===== src/rtl/tms_pulse_sequencer.sv =====
// rtl/tms_pulse_sequencer.sv - IGBT/SCR pulse-train sequencer with fault shutdown
module tms_pulse_sequencer #(
    parameter int CLK_PER_US = 50,
    parameter int N_IGBT     = 5
) (
    input  logic              sys_clk,
    input  logic              sys_rst_n,
    input  logic              start,
    input  logic              stop,
    input  logic              fault,
    input  logic [N_IGBT-1:0] ch_en,
    input  logic [23:0]       igbt_on_us,
    input  logic [15:0]       scr_delay_us,
    input  logic [15:0]       scr_on_us,
    input  logic [23:0]       pulse_period_us,
    input  logic [7:0]        pulses_per_burst,
    input  logic [23:0]       burst_period_us,
    input  logic [7:0]        bursts_per_train,
    output logic [N_IGBT-1:0] igbt,
    output logic              scr,
    output logic              busy,
    output logic              done,
    output logic              cfg_err,
    output logic              fault_abort,
    output logic [7:0]        pulse_cnt,
    output logic [7:0]        burst_cnt
);

    localparam logic [2:0] S_IDLE      = 3'd0;
    localparam logic [2:0] S_IGBT_ON   = 3'd1;
    localparam logic [2:0] S_SCR_WAIT  = 3'd2;
    localparam logic [2:0] S_SCR_ON    = 3'd3;
    localparam logic [2:0] S_GAP       = 3'd4;
    localparam logic [2:0] S_BURST_GAP = 3'd5;

    localparam int          PW        = (CLK_PER_US > 1) ? $clog2(CLK_PER_US) : 1;
    localparam logic [PW-1:0] PRESC_MAX = PW'(CLK_PER_US - 1);
    localparam logic [31:0] CYC_PER_US = 32'(CLK_PER_US);

    logic [2:0]        state_q, state_d;
    logic [PW-1:0]     presc_q;
    logic [23:0]       us_q;
    logic [31:0]       pt_q, bt_q;
    logic              stop_q;

    logic [N_IGBT-1:0] ch_q;
    logic [23:0]       ion_q, per_q, bper_q;
    logic [15:0]       sdly_q, son_q;
    logic [7:0]        ppb_q, bpt_q;

    logic [N_IGBT-1:0] igbt_q;
    logic              scr_q, busy_q, done_q, cfg_err_q, fault_abort_q;
    logic [7:0]        pulse_cnt_q, burst_cnt_q;

    logic              cfg_ok, stop_now, ph_end, period_hit, burst_hit;
    logic [23:0]       ph_len;
    logic [2:0]        adv_state;
    logic              adv_pulse, adv_burst, adv_finish;
    logic              accept, pulse_start, burst_start, active_end, enter;
    logic              done_d, cfg_err_d, abort_d;
    logic [31:0]       per_cyc, bper_cyc;

    assign cfg_ok     = (|ch_en) && (|igbt_on_us) && (|pulses_per_burst) && (|bursts_per_train);
    assign stop_now   = stop || stop_q;
    assign per_cyc    = 32'(per_q) * CYC_PER_US;
    assign bper_cyc   = 32'(bper_q) * CYC_PER_US;
    // Timers hold the cycle index since the pulse/burst rising edge; "hit" means the next edge is due.
    assign period_hit = (pt_q + 32'd1) >= per_cyc;
    assign burst_hit  = (bt_q + 32'd1) >= bper_cyc;

    // Length in us of the phase currently being timed.
    always_comb begin
        ph_len = 24'd0;
        case (state_q)
            S_IGBT_ON:  ph_len = ion_q;
            S_SCR_WAIT: ph_len = {8'd0, sdly_q};
            S_SCR_ON:   ph_len = {8'd0, son_q};
            default:    ph_len = 24'd0;
        endcase
    end

    // A zero-length dead time still occupies one cycle, so the phase ends on its first cycle.
    assign ph_end = (ph_len == 24'd0) || ((presc_q == PRESC_MAX) && (us_q == ph_len - 24'd1));

    // Where the sequence goes once the current pulse period has been satisfied.
    always_comb begin
        adv_state  = S_BURST_GAP;
        adv_pulse  = 1'b0;
        adv_burst  = 1'b0;
        adv_finish = 1'b0;
        if (pulse_cnt_q < ppb_q) begin
            adv_state = S_IGBT_ON;
            adv_pulse = 1'b1;
        end else if (burst_cnt_q == bpt_q) begin
            adv_state  = S_IDLE;
            adv_finish = 1'b1;
        end else if (burst_hit) begin
            adv_state = S_IGBT_ON;
            adv_pulse = 1'b1;
            adv_burst = 1'b1;
        end
    end

    // Next-state logic; fault overrides every other decision.
    always_comb begin
        state_d     = state_q;
        accept      = 1'b0;
        pulse_start = 1'b0;
        burst_start = 1'b0;
        active_end  = 1'b0;
        done_d      = 1'b0;
        cfg_err_d   = 1'b0;
        abort_d     = 1'b0;
        case (state_q)
            S_IDLE: begin
                if (start && !fault) begin
                    if (cfg_ok) begin
                        accept      = 1'b1;
                        state_d     = S_IGBT_ON;
                        pulse_start = 1'b1;
                        burst_start = 1'b1;
                    end else begin
                        cfg_err_d = 1'b1;
                    end
                end
            end
            S_IGBT_ON: begin
                if (ph_end) begin
                    if (son_q != 16'd0) state_d = S_SCR_WAIT;
                    else                active_end = 1'b1;
                end
            end
            S_SCR_WAIT: begin
                if (ph_end) state_d = S_SCR_ON;
            end
            S_SCR_ON: begin
                if (ph_end) active_end = 1'b1;
            end
            S_GAP: begin
                if (stop_now) begin
                    state_d = S_IDLE;
                    done_d  = 1'b1;
                end else if (period_hit) begin
                    state_d     = adv_state;
                    pulse_start = adv_pulse;
                    burst_start = adv_burst;
                    done_d      = adv_finish;
                end
            end
            S_BURST_GAP: begin
                if (stop_now) begin
                    state_d = S_IDLE;
                    done_d  = 1'b1;
                end else if (burst_hit) begin
                    state_d     = S_IGBT_ON;
                    pulse_start = 1'b1;
                    burst_start = 1'b1;
                end
            end
            default: state_d = S_IDLE;
        endcase
        // End of the active phases: skip GAP entirely when the period is already used up.
        if (active_end) begin
            if (stop_now) begin
                state_d = S_IDLE;
                done_d  = 1'b1;
            end else if (!period_hit) begin
                state_d = S_GAP;
            end else begin
                state_d     = adv_state;
                pulse_start = adv_pulse;
                burst_start = adv_burst;
                done_d      = adv_finish;
            end
        end
        if ((state_q != S_IDLE) && fault) begin
            state_d     = S_IDLE;
            pulse_start = 1'b0;
            burst_start = 1'b0;
            done_d      = 1'b0;
            abort_d     = 1'b1;
        end
    end

    assign enter = (state_d != state_q) || pulse_start;

    // State, timers, latched configuration and registered outputs.
    always_ff @(posedge sys_clk or negedge sys_rst_n) begin
        if (!sys_rst_n) begin
            state_q       <= S_IDLE;
            presc_q       <= '0;
            us_q          <= '0;
            pt_q          <= '0;
            bt_q          <= '0;
            stop_q        <= 1'b0;
            ch_q          <= '0;
            ion_q         <= '0;
            sdly_q        <= '0;
            son_q         <= '0;
            per_q         <= '0;
            ppb_q         <= '0;
            bper_q        <= '0;
            bpt_q         <= '0;
            igbt_q        <= '0;
            scr_q         <= 1'b0;
            busy_q        <= 1'b0;
            done_q        <= 1'b0;
            cfg_err_q     <= 1'b0;
            fault_abort_q <= 1'b0;
            pulse_cnt_q   <= '0;
            burst_cnt_q   <= '0;
        end else begin
            state_q <= state_d;

            if (enter || (state_q == S_IDLE)) begin
                presc_q <= '0;
                us_q    <= '0;
            end else if (presc_q == PRESC_MAX) begin
                presc_q <= '0;
                us_q    <= us_q + 24'd1;
            end else begin
                presc_q <= presc_q + 1'b1;
            end

            if (pulse_start)      pt_q <= '0;
            else if (pt_q != '1)  pt_q <= pt_q + 32'd1;
            if (burst_start)      bt_q <= '0;
            else if (bt_q != '1)  bt_q <= bt_q + 32'd1;

            if (state_d == S_IDLE)                  stop_q <= 1'b0;
            else if (stop && (state_q != S_IDLE))   stop_q <= 1'b1;

            if (accept) begin
                ch_q   <= ch_en;
                ion_q  <= igbt_on_us;
                sdly_q <= scr_delay_us;
                son_q  <= scr_on_us;
                per_q  <= pulse_period_us;
                ppb_q  <= pulses_per_burst;
                bper_q <= burst_period_us;
                bpt_q  <= bursts_per_train;
            end

            if (pulse_start) pulse_cnt_q <= burst_start ? 8'd1 : pulse_cnt_q + 8'd1;
            if (burst_start) burst_cnt_q <= accept ? 8'd1 : burst_cnt_q + 8'd1;

            igbt_q    <= (state_d == S_IGBT_ON) ? (accept ? ch_en : ch_q) : '0;
            scr_q     <= (state_d == S_SCR_ON);
            busy_q    <= (state_d != S_IDLE);
            done_q    <= done_d;
            cfg_err_q <= cfg_err_d;
            if (accept)       fault_abort_q <= 1'b0;
            else if (abort_d) fault_abort_q <= 1'b1;
        end
    end

    assign igbt        = igbt_q;
    assign scr         = scr_q;
    assign busy        = busy_q;
    assign done        = done_q;
    assign cfg_err     = cfg_err_q;
    assign fault_abort = fault_abort_q;
    assign pulse_cnt   = pulse_cnt_q;
    assign burst_cnt   = burst_cnt_q;

endmodule


===== config.mk =====
export PLATFORM = sky130hd
export DESIGN_NAME = tms_pulse_sequencer
export DESIGN_NICKNAME = d
export VERILOG_FILES = /design/src/rtl/tms_pulse_sequencer.sv
export SDC_FILE = /design/constraint.sdc
export NUM_CORES = 1
export LEC_CHECK = 0
export ABC_AREA = 1
export ABC_CLOCK_PERIOD_IN_PS = 5720
export BUFFER_PORTS_ARGS = -buffer_cell sky130_fd_sc_hd__buf_2
export CAP_MARGIN = 20
export CORE_ASPECT_RATIO = 0.75
export CORE_MARGIN = 1.5
export CORE_UTILIZATION = 56
export DETAILED_ROUTE_END_ITERATION = 6
export HOLD_SLACK_MARGIN = 0.05
export PLACE_DENSITY = 0.76
export SYNTH_ARGS = -nofsm -noshare
export SYNTH_HDL_FRONTEND = slang
export SYNTH_SLANG_ARGS = --single-unit

===== constraint.sdc =====
create_clock -name sys_clk -period 5.72 [get_ports sys_clk]
set_clock_uncertainty 0.1 [all_clocks]
set_input_delay 1.43 -clock sys_clk [delete_from_list [all_inputs] [get_ports sys_clk]]
set_output_delay 1.43 -clock sys_clk [all_outputs]
set_load 0.02 [all_outputs]

# After elaboration in Yosys (flattened, before gate mapping)
# Index checks and enable logic that the tools add are counted.
# word_totals
reg_bits,249
input_bits,130
out_inout_bits,26
elab_cells,148
# op_classes
add_sub_neg,7
mul,2
magnitude_cmp,3
eq_ne,13
muxes,74
n_reduce_logical,27
# op_table
op,count
$mux 32,4
$pmux 24 s3,1
$add 32x1->32 const B,2
$ge 32x30->1,2
$ne 32x32->1 const B,2
$mul 24x5->29 const B,2
$mux 24,2
$mux 3,16
$mux 1,40
$add 24x1->24 const B,1
$eq 24x24->1,1
$logic_not 24->1,1
$reduce_or 24->1,1
$sub 24x1->24 const B,1
$pmux 3 s6,1
$add 8x1->8 const B,2
$mux 8,2
$reduce_bool 16->1,1
$reduce_or 8->1,2
$mux 6,2
$mux 5,2
$reduce_bool 2->1,5
$eq 3x2->1 const B,3
$eq 8x8->1,1
14 further kinds,29

# Longest topological paths before layout
# Gate-level depths: netlist of the first run.
# depth
ltp_word,15
mapped_depth,39
mapped_depth_nobuf,38

# Worst setup path before layout of the first run
# OpenSTA, ideal clock, no wires.
# synth_timing
path_type,reg-to-reg
startpoint,register per_q[4]
endpoint,register us_q[2]
setup_time_ns,0.123
arrival_time_ns,5.440
required_ns,5.497
path_slack_ns,0.057
path_stages_with_launch,38
path_buffers,1
period_less_slack_ns,5.663
cell_sequence,dfrtp_1 > ha_1 > ha_1 > inv_1 > fa_1 > inv_1 > ha_1 > inv_1 > nor3_1 > nand2_1 > o211ai_1 > a21oi_1 > o21bai_1 > a21oi_1 > o21bai_1 > a21boi_0 > o21ai_0 > nand3b_1 > [... 2 more ...] > xor2_1 > ha_1 > inv_1 > nor3_1 > nand4_1 > nor2_1 > nand2_1 > nand3_1 > nand2_1 > inv_1 > nand2_1 > nor2_1 > nand2_2 > a21oi_4 > nor2_2 > nand3_2 > buf_6 > nor2_2
# synth_via
elab_chain_cells,12
word_cells_on_any_way,21
classes_between,1 x mul; 1 x order compare; 1 x eq/ne; 15 x mux; 3 x reduce/logical
# synth_rtl
item,line,rtl
from (decl),47,"logic [23:0] ion_q, per_q, bper_q;"
from (signal assigned),238,per_q <= pulse_period_us;
$mul 24x5->29 *,65,assign per_cyc = 32'(per_q) * CYC_PER_US;
$ge 32x30->1 *,68,assign period_hit = (pt_q + 32'd1) >= per_cyc;
$mux 1,143,end else if (period_hit) begin
$mux 1,140,if (stop_now) begin
$pmux 1 s3,114,case (state_q)
$mux 1,167,end else if (!period_hit) begin
$mux 1,164,if (stop_now) begin
$mux 1,163,if (active_end) begin
$mux 1,176,if ((state_q != S_IDLE) && fault) begin
$logic_or 1x1->1 *,185,assign enter = (state_d != state_q) || pulse_start;
$logic_or 1x1->1 *,215,if (enter || (state_q == S_IDLE)) begin
$mux 24 / $reduce_bool 2->1 (equally long branches),n/a,
to (signal assigned),220,us_q <= us_q + 24'd1;
to (decl),42,logic [23:0] us_q;
# Every way passes the cells marked *; elsewhere a longest branch is shown, timed or not.
# A chain may end at the register's enable or synchronous reset.

# Final worst setup path of the first run
# layout_timing
startpoint,register per_q[7]
endpoint,register presc_q[0]
# layout_via
elab_chain_cells,12
word_cells_on_any_way,20
classes_between,1 x mul; 1 x order compare; 1 x eq/ne; 15 x mux; 2 x reduce/logical
# layout_rtl
item,line,rtl
$mul 24x5->29 *,65,
$ge 32x30->1 *,68,
$mux 1,143,
$mux 1,140,
$pmux 1 s3,114,
$mux 1,167,
$mux 1,164,
$mux 1,163,
$mux 1,176,
$logic_or 1x1->1 *,185,
$logic_or 1x1->1 *,215,
$mux 6 *,215,
to (signal assigned),222,presc_q <= presc_q + 1'b1;
to (decl),41,logic [PW-1:0] presc_q;
# Marked as above.

==> results of run 1 <==
[placed cells by master (no fill, tap or decap), types with 30 or more instances in the layout]
cell type  netlist  routed
nor2_2          45      33
nor2_4           8      32
o21ai_0        142     133
buf_4            5     104
xnor2_1         40      39
xor2_1         104     103
nand2_1        572     560
buf_2           10     154
nor3_1          36      30
nand4_1         58      58
ha_1           226     219
dfrtp_1        249     249
fa_1            38      38
inv_1          440     426
a21oi_1         90      77
nor2_1         184     172
nand3_1        126     118
[synthesized netlist by cell type (10+ instances only)]
| library cell | number | area [um^2] |
|---|---|---|
| clkbuf_1 | 33 | 124 |
| buf_6 | 11 | 124 |
| nand3_1 | 126 | 631 |
| o21ai_1 | 16 | 80.1 |
| nor2_1 | 184 | 691 |
| nand3b_1 | 12 | 90.1 |
| nand2_2 | 10 | 62.6 |
| nor4_1 | 20 | 125 |
| ha_1 | 226 | 2830 |
| xor2_1 | 104 | 911 |
| nor2_2 | 45 | 282 |
| a21oi_1 | 90 | 450 |
| buf_2 | 10 | 50.1 |
| dfrtp_1 | 249 | 6230 |
| or2_2 | 15 | 93.8 |
| nand4_1 | 58 | 363 |
| nor3_1 | 36 | 180 |
| o21ai_0 | 142 | 711 |
| inv_1 | 440 | 1650 |
| nand2_1 | 572 | 2150 |
| xnor2_1 | 40 | 350 |
| fa_1 | 38 | 761 |
[area by class of cell]
type,count,area (um^2),area share
diodes,1,2.50,0.000107
clock buffers,38,777,0.0332
clock inverters,12,214,0.00915
inverters,446,1690,0.0722
multi-input cells,1807,11900,0.511
flip-flops and latches,249,6230,0.267
well taps,457,572,0.0245
repair buffers,281,1950,0.0835
[cell families after synthesis]
logic type / Yosys count / share of synthesized area
xor+xnor: 144 / 0.0642
compound gates: 289 / 0.0802
fa+ha+maj: 264 / 0.183
buf+inv: 506 / 0.103
mux: 1 / 0.000509
simple gates: 1109 / 0.252
flops: 249 / 0.317
[worst register-to-register path, delay by kind of cell (launching register included)]
kind,cells,cell delay (ns)
adders and majority gates,5,1.70
and+or+nand+nor,16,1.59
AOI/OAI and AO/OA,10,1.36
buffers and inverters,6,0.68
DFF,1,0.40
xor gates and xnor gates,1,0.16
[registers in the layout (all words and copies together) (netlist names), 6 cells and up]
name,count
bper_q,24
bpt_q,8
bt_q,32
burst_cnt,8
ion_q,24
per_q,24
ppb_q,8
presc_q,6
pt_q,32
pulse_cnt,8
sdly_q,16
son_q,16
us_q,24
[worst max-delay path by stage]
stage,start,end,cells past startpoint
final,per_q[7]$_DFFE_PN0P_,presc_q[0]$_DFF_PN0_,38
after global routing,per_q[6]$_DFFE_PN0P_,presc_q[0]$_DFF_PN0_,39
after CTS,bper_q[3]$_DFFE_PN0P_,us_q[7]$_DFFE_PN0P_,36
after detailed placement,bper_q[3]$_DFFE_PN0P_,us_q[16]$_DFFE_PN0P_,35
after global placement,bper_q[3]$_DFFE_PN0P_,us_q[2]$_DFFE_PN0P_,33
after floorplan,per_q[4]$_DFFE_PN0P_,us_q[2]$_DFFE_PN0P_,37
[stage by stage]
step,hold slack (ns),utilization
floorplan,0.336,-
global placement,0.353,0.619
detailed placement,0.362,0.619
global route,0.399,0.675
CTS,0.378,0.669
finish,0.374,0.675
[repair_timing]
action,CTS,global route
pin swaps,41,17
resized for setup,95,59
hold endpoints to repair,0,0
cloned,6,2
endpoints found under the setup margin,120,121
buffers inserted,29,6
[layer usage]
metal | GRT usage | wire length (um)
met5 | 0 | 12
met4 | 0.0676 | 1110
met3 | 0.0390 | 2800
met2 | 0.468 | 23900
met1 | 0.390 | 23400
==> results.tsv, run 1 <==
metric	value	unit
result of the run	finished, violations left	
failing checks	setup timing	
WL/cell	15.6	um
clock tree buffer depth	3	
Synth Warn #	0	
period utilization	1.05	
largest net degree at the start of global routing	120	
CP endpoint kind	register	
Hold EP	sdly_q[11]$_DFFE_PN0P_	
setup TNS	-23.82	ns
crit path max-delay cell type	fa_1	
RR Startpoint	per_q[7]$_DFFE_PN0P_	
Worst-Skew Late Latency	0.58	ns
Design Area, Final	23400	um^2
placed cells	3203	
Synth Flop Type	dfrtp_1	
cts bufs inserted	27	
WP buf/inv	6	
number of synthesized register bits	249	
fmax	166	MHz
DIE AREA	36200	um^2
Slew Limit Fails	0	
Post-Place Setup Slack	-0.539	ns
RR Endpoint	presc_q[0]$_DFF_PN0_	
distinct cell type count after synthesis	50	
drt initial violations	1237	
CTS root buf	clkbuf_16	
Port Buf Inserts	155	
clock sink count	249	
final antenna-violating net count	0	
GRT Overall Usage	0.282	
Post-synth EDFFs	0	
first-pass detailed-route iteration total	5	
Worst Hold Depth	2	
post-synthesis instance total	2562	
Worst-path clk slew	0.07	ns
# rows	59	
layout cells sized above 1	0.182	
Top cell by count, worst path	nand2_2	
HP Start	sdly_q[11]$_DFFE_PN0P_	
die height	165	um
initial antenna violation count	2	
syn avg cell area	7.67	um^2
Async SR Flop Fraction	1.00	
Arrival @ worst endpoint	6.45	ns
Via density	5.35	
placed instance area	21400	um^2
H-tree Lvls	1	
remaining global-route overflow	0	
global-route wire length before repair	82.4	mm
initial core utilization	0.568	
maxcap violations	0	
vias in the first global route	17000	
Syn Nets	2956	
Worst Tran Pin Value	1.03	ns
crit path launch type	register	
Via Count	17600	
final setup vio count	117	
gp weighted congestion	0.903	
Post-Syn Area	19700	um^2
Detailed Place HPWL	37.5	mm
Crit Path Max Fanout	8	
Worst R2R Path Depth	38	
I/O Pins	156	
Area growth, synth to finish	18.9	%
sequential-to-total area share from yosys stat	0.317	
Worst path top cell family by delay	adder cells	
PnR worst setup slack	-0.311	ns
# hold bufs at CTS	0	
Final Hold Viols	0	
CP required	6.14	ns
slowest cell delay on critical path	0.50	ns
Crit Path Category	reg -> reg	
final wirelength	51.2	mm
fill count	2868	
core area	34600	um^2
Max-slew headroom	0.312	
unrepaired setup endpoints after global routing	true	
Die W	219	um
fin crit period	6.03	ns
worst reg2reg setup slack	-0.31	ns
final net count	3206	
TritonCTS clock tree	done	
worst hold path type	reg -> reg	
Remaining DRCs	0	
fin cells	3291	
Power of run 1 is not shown: default switching activity piles up to over one toggle a cycle in this logic, so the estimate is an artifact.
==> inputs of run 2 (changes only) <==
--- a/config.mk
+++ b/config.mk
@@ -6,7 +6,7 @@
 export NUM_CORES = 1
 export LEC_CHECK = 0
 export ABC_AREA = 1
-export ABC_CLOCK_PERIOD_IN_PS = 5720
+export ABC_CLOCK_PERIOD_IN_PS = 5200
 export BUFFER_PORTS_ARGS = -buffer_cell sky130_fd_sc_hd__buf_2
 export CAP_MARGIN = 20
 export CORE_ASPECT_RATIO = 0.75
==> constraint.sdc (replaced) <==
create_clock -name sys_clk -period 5.2 [get_ports sys_clk]
set_clock_uncertainty 0.1 [all_clocks]
set_input_delay 1.3 -clock sys_clk [delete_from_list [all_inputs] [get_ports sys_clk]]
set_output_delay 1.3 -clock sys_clk [all_outputs]
set_load 0.02 [all_outputs]
==> run 2 against run 1 <==
The run still ends with setup timing left; die area unchanged; wire length up 1.9%; non-clock buffer count up 35; worst hold slack better by 0.0046 ns; largest cell class unchanged.
==> results.tsv, run 2 (same netlist as run 1, synthesis figures left out) <==
metric	value	unit
result of the run	finished, violations left	
failing checks	setup timing	
first-pass detailed-route iteration total	6	
I/O Pins	156	
Via density	5.37	
GRT Overall Usage	0.278	
setup TNS	-83.58	ns
Arrival @ worst endpoint	6.34	ns
vias in the first global route	17000	
DIE AREA	36200	um^2
Crit Path Category	reg -> reg	
clock tree buffer depth	3	
Final Hold Viols	0	
Worst-Skew Late Latency	0.59	ns
maxcap violations	0	
commonest non-fill, non-tap cell in the layout	nand2_1	
unrepaired setup endpoints after global routing	true	
remaining global-route overflow	0	
crit path launch type	register	
fin crit period	5.98	ns
Max-slew headroom	0.336	
die height	165	um
PnR worst setup slack	-0.776	ns
commonest cells after routing, fill and taps aside	nand2_1 (558), inv_1 (426), dfrtp_1 (246)	
fill count	2753	
fmax	167	MHz
drt initial violations	1329	
Via Count	17900	
largest net degree at the start of global routing	108	
layout cells sized above 1	0.201	
WL/cell	15.7	um
CTS root buf	clkbuf_16	
worst hold path type	reg -> reg	
hold_ws	0.379	ns
TritonCTS clock tree	done	
crit path max-delay cell type	fa_1	
final antenna-violating net count	0	
clock sink count	249	
Detailed Place HPWL	38.0	mm
Slew Limit Fails	0	
CP required	5.56	ns
Worst-path clk slew	0.07	ns
initial core utilization	0.568	
# diodes	0	
final wirelength	52.2	mm
core area	34600	um^2
largest registers	bt_q x32, pt_q x32	
global-route wire length before repair	81.4	mm
Design Area, Final	24000	um^2
placed instance area	21900	um^2
cts bufs inserted	27	
Post-Place Setup Slack	-0.943	ns
initial antenna violation count	0	
Remaining DRCs	0	
Area growth, synth to finish	21.9	%
# rows	59	
period utilization	1.15	
gp weighted congestion	0.921	
Port Buf Inserts	155	
Crit Path Max Fanout	6	
final setup vio count	121	
final net count	3241	
Worst Tran Pin Value	0.994	ns
CP endpoint kind	register	
Die W	219	um
slowest cell delay on critical path	0.52	ns
H-tree Lvls	1	
-- run 2: changes by cell type in the layout (fill, tap and decap cells not counted), sizes merged --
cell      previous run  this run
buf                279       308
bufinv               5         9
clkbuf              40        37
clkinv               5         4
clkinvlp             1         6
diode                1         0
-- run 2: path summary, 6_finish.rpt --
kind,start,endpoint,slack (ns),cells after the start
worst max-delay path,bper_q[4]$_DFFE_PN0P_,pt_q[0]$_DFFE_PN0P_,-0.78,36
worst min-delay path,ppb_q[0]$_DFFE_PN0P_,ppb_q[0]$_DFFE_PN0P_,0.38,2
worst max register to register,bper_q[4]$_DFFE_PN0P_,pt_q[0]$_DFFE_PN0P_,-0.78,36
worst min register to register,ppb_q[0]$_DFFE_PN0P_,ppb_q[0]$_DFFE_PN0P_,0.38,2
max in group asynchronous,sys_rst_n,per_q[3]$_DFFE_PN0P_,3.04,2
min in group asynchronous,sys_rst_n,bper_q[22]$_DFFE_PN0P_,0.68,1
-- run 2: layout make-up --
type / instances / area [um^2] / area share
Clock buffer: 29 / 693 / 0.0289
Clock inverter: 20 / 367 / 0.0153
Inverter: 446 / 1690 / 0.0704
Timing Repair Buffer: 316 / 2310 / 0.0965
Multi-Input combinational cell: 1807 / 12100 / 0.505
Tap cell: 457 / 572 / 0.0239
Sequential cell: 249 / 6230 / 0.260
-- run 2: what timing repair did --
action	in CTS	in global routing
hold buffers	0	0
buffers inserted	11	11
hold endpoints to repair	0	0
gates cloned	1	11
resized for setup	54	89
pin swaps	21	51
setup endpoints to repair	121	121
-- run 2: per-stage QoR --
| stage | instances | utilization |
|---|---|---|
| finish | 3324 | 0.692 |
| global route | 3324 | 0.692 |
| CTS | 3302 | 0.671 |
| detailed placement | 3242 | 0.632 |
| global placement | 3241 | 0.632 |
| floorplan | 2562 | - |
-- run 2: layer usage --
layer | global-route usage | wire [um]
met3 | 0.0407 | 3070
met1 | 0.388 | 23700
met5 | 0 | 0
met4 | 0.0688 | 1180
met2 | 0.453 | 24200
-- run 2: critical path: cells and delay by family (launching register included) --
| family | cells | cell delay (ns) |
|---|---|---|
| simple gates | 10 | 1.05 |
| fa+ha+maj | 5 | 1.67 |
| xor+xnor | 1 | 0.15 |
| buf+inv | 8 | 0.77 |
| compound gates | 12 | 1.70 |
| flops | 1 | 0.40 |
Power of run 2 is left out for the same reason.
==> inputs of run 3 (changes only) <==
--- a/config.mk
+++ b/config.mk
@@ -5,7 +5,6 @@
 export SDC_FILE = /design/constraint.sdc
 export NUM_CORES = 1
 export LEC_CHECK = 0
-export ABC_AREA = 1
 export ABC_CLOCK_PERIOD_IN_PS = 5200
 export BUFFER_PORTS_ARGS = -buffer_cell sky130_fd_sc_hd__buf_2
 export CAP_MARGIN = 20
==> run 3 against run 2 <==
The run still ends with setup timing left; fmax is 7.4% lower; highest routed layer is now met5; via count is 6.7% lower; register-to-register slack worse by 0.48 ns; clock-buffer cell count is 8 higher; global-route usage is 1.5 points higher; largest cell class unchanged.
==> results.tsv, run 3 <==
metric	value	unit
global-route wire length before repair	84.3	mm
clock tree buffer depth	3	
Remaining DRCs	0	
Post-synth EDFFs	0	
Final Hold Viols	0	
Async SR Flop Fraction	1.00	
commonest non-fill, non-tap cell in the layout	inv_1	
Post-synth top cells	inv_1 (289), dfrtp_1 (249), ha_1 (226), nand2_1 (135), a21oi_1 (113)	
Area growth, synth to finish	27.8	%
commonest cells after routing, fill and taps aside	inv_1 (287), dfrtp_1 (249), ha_1 (215)	
# rows	58	
core area	33600	um^2
Post-Synth XOR/XNOR Area	0.0787	
Max-slew headroom	0.243	
CP required	5.62	ns
Yosys top cell area share	0.326	
cts bufs inserted	28	
Crit Path Category	reg -> reg	
placed instance area	22000	um^2
Syn Nets	2443	
crit path launch type	register	
initial antenna violation count	2	
WL/cell	18.1	um
Via density	5.79	
CTS root buf	clkbuf_16	
slowest cell delay on critical path	0.57	ns
sequential-to-total area share from yosys stat	0.326	
Crit Path Max Fanout	7	
layout cells sized above 1	0.300	
Synth Warn #	0	
TritonCTS clock tree	done	
GRT Overall Usage	0.292	
Via Count	16600	
final net count	2796	
Slew Limit Fails	0	
final setup vio count	121	
Arrival @ worst endpoint	6.88	ns
clock sink count	249	
I/O Pins	156	
result of the run	finished, violations left	
Post-Syn Area	19100	um^2
Worst-path clk slew	0.07	ns
largest net degree at the start of global routing	115	
CP endpoint kind	register	
period utilization	1.24	
Die W	216	um
Port Buf Inserts	155	
PnR worst setup slack	-1.25	ns
remaining global-route overflow	0	
crit path max-delay cell type	fa_1	
number of synthesized register bits	249	
gp weighted congestion	0.923	
failing checks	setup timing	
most frequent cell after synthesis	inv_1	
Detailed Place HPWL	36.7	mm
syn avg cell area	9.34	um^2
distinct cell type count after synthesis	87	
worst hold path type	reg -> reg	
maxcap violations	0	
fin crit period	6.45	ns
post-synthesis mux area share	0.0586	
unrepaired setup endpoints after global routing	true	
Synth Flop Type	dfrtp_1	
initial core utilization	0.570	
H-tree Lvls	1	
Design Area, Final	24500	um^2
area leader, netlist	dfrtp_1	
final antenna-violating net count	0	
largest registers	bt_q x32, pt_q x32	
fmax	155	MHz
Worst Tran Pin Value	1.12	ns
die height	163	um
final wirelength	52.0	mm
fill count	2305	
drt initial violations	1259	
Worst-Skew Late Latency	0.60	ns
Synth area leaders	dfrtp_1 (33%), ha_1 (15%), inv_1 (5.7%)	
Synth Area in Simple Gates	0.151	
Adder-Cell Fraction of Synth Area	0.188	
# hold bufs at CTS	0	
Compound-Gate Fraction of Synth Area	0.127	
vias in the first global route	16800	
first-pass detailed-route iteration total	6	
DIE AREA	35300	um^2
main combinational cell family by area after synthesis	adder cells	
post-synthesis instance total	2049	
==> run 3: worst paths after layout <==
check	to	slack [ns]	depth (start not counted)	start
max reg2reg	us_q[2]$_DFFE_PN0P_	-1.25	29	per_q[2]$_DFFE_PN0P_
max in group asynchronous	ch_q[4]$_DFF_PN0_	3.36	2	sys_rst_n
min in group asynchronous	per_q[12]$_DFFE_PN0P_	0.66	1	sys_rst_n
min reg2reg	ch_q[4]$_DFF_PN0_	0.39	1	ch_q[4]$_DFF_PN0_
max	us_q[2]$_DFFE_PN0P_	-1.25	29	per_q[2]$_DFFE_PN0P_
min	ch_q[4]$_DFF_PN0_	0.39	1	ch_q[4]$_DFF_PN0_
==> run 3: cell type report <==
type,count,area (um^2),area share
clock inverters,14,194,0.00793
diodes,1,2.50,0.000102
flip-flops and latches,249,6230,0.255
inverters,290,1090,0.0445
repair buffers,383,2920,0.119
clock buffers,37,774,0.0317
well taps,450,563,0.0230
multi-input cells,1450,12700,0.519
==> run 3: logic make-up after synthesis <==
group,Yosys count
xor gates and xnor gates,172
buffers and inverters,350
and+or+nand+nor,546
adders and majority gates,264
AOI/OAI and AO/OA,368
DFF,249
muxes,100
==> run 3: routing by layer <==
metal	part of all wire	vias to the layer above	track usage
li1	-	7829	-
met1	0.44	8181	0.404
met2	0.47	522	0.478
met3	0.062	115	0.0533
met4	0.026	2	0.0691
met5	0.00023	-	0
==> run 3: critical path, delay by kind of cell, from the launching register on <==
family,cells,cell delay [ns]
buffers and inverters,2,0.31
adder cells (fa/ha/maj),5,1.50
flip-flops,1,0.42
AO/OA/AOI/OAI,18,3.39
AND/OR/NAND/NOR,4,0.66
==> run 3: stage by stage <==
stage                util  TNS [ns]  std cells  setup slack [ns]  hold slack, ns
finish              0.728   -131.93       2874             -1.25           0.391
global route        0.728   -161.15       2874             -1.50           0.404
CTS                 0.719   -126.45       2865             -1.19           0.395
detailed placement  0.655   -166.52       2782             -1.61           0.381
global placement    0.655   -140.33       2782             -1.39           0.377
floorplan               -    -98.70       2049             -1.07           0.366
==> run 3: repair_timing <==
action                     CTS  global route
gates cloned                10             1
buffers inserted            24            14
setup endpoints to repair  121           122
pin swaps                   36            22
resized for setup          147            62
Power of run 3 is left out for the same reason.
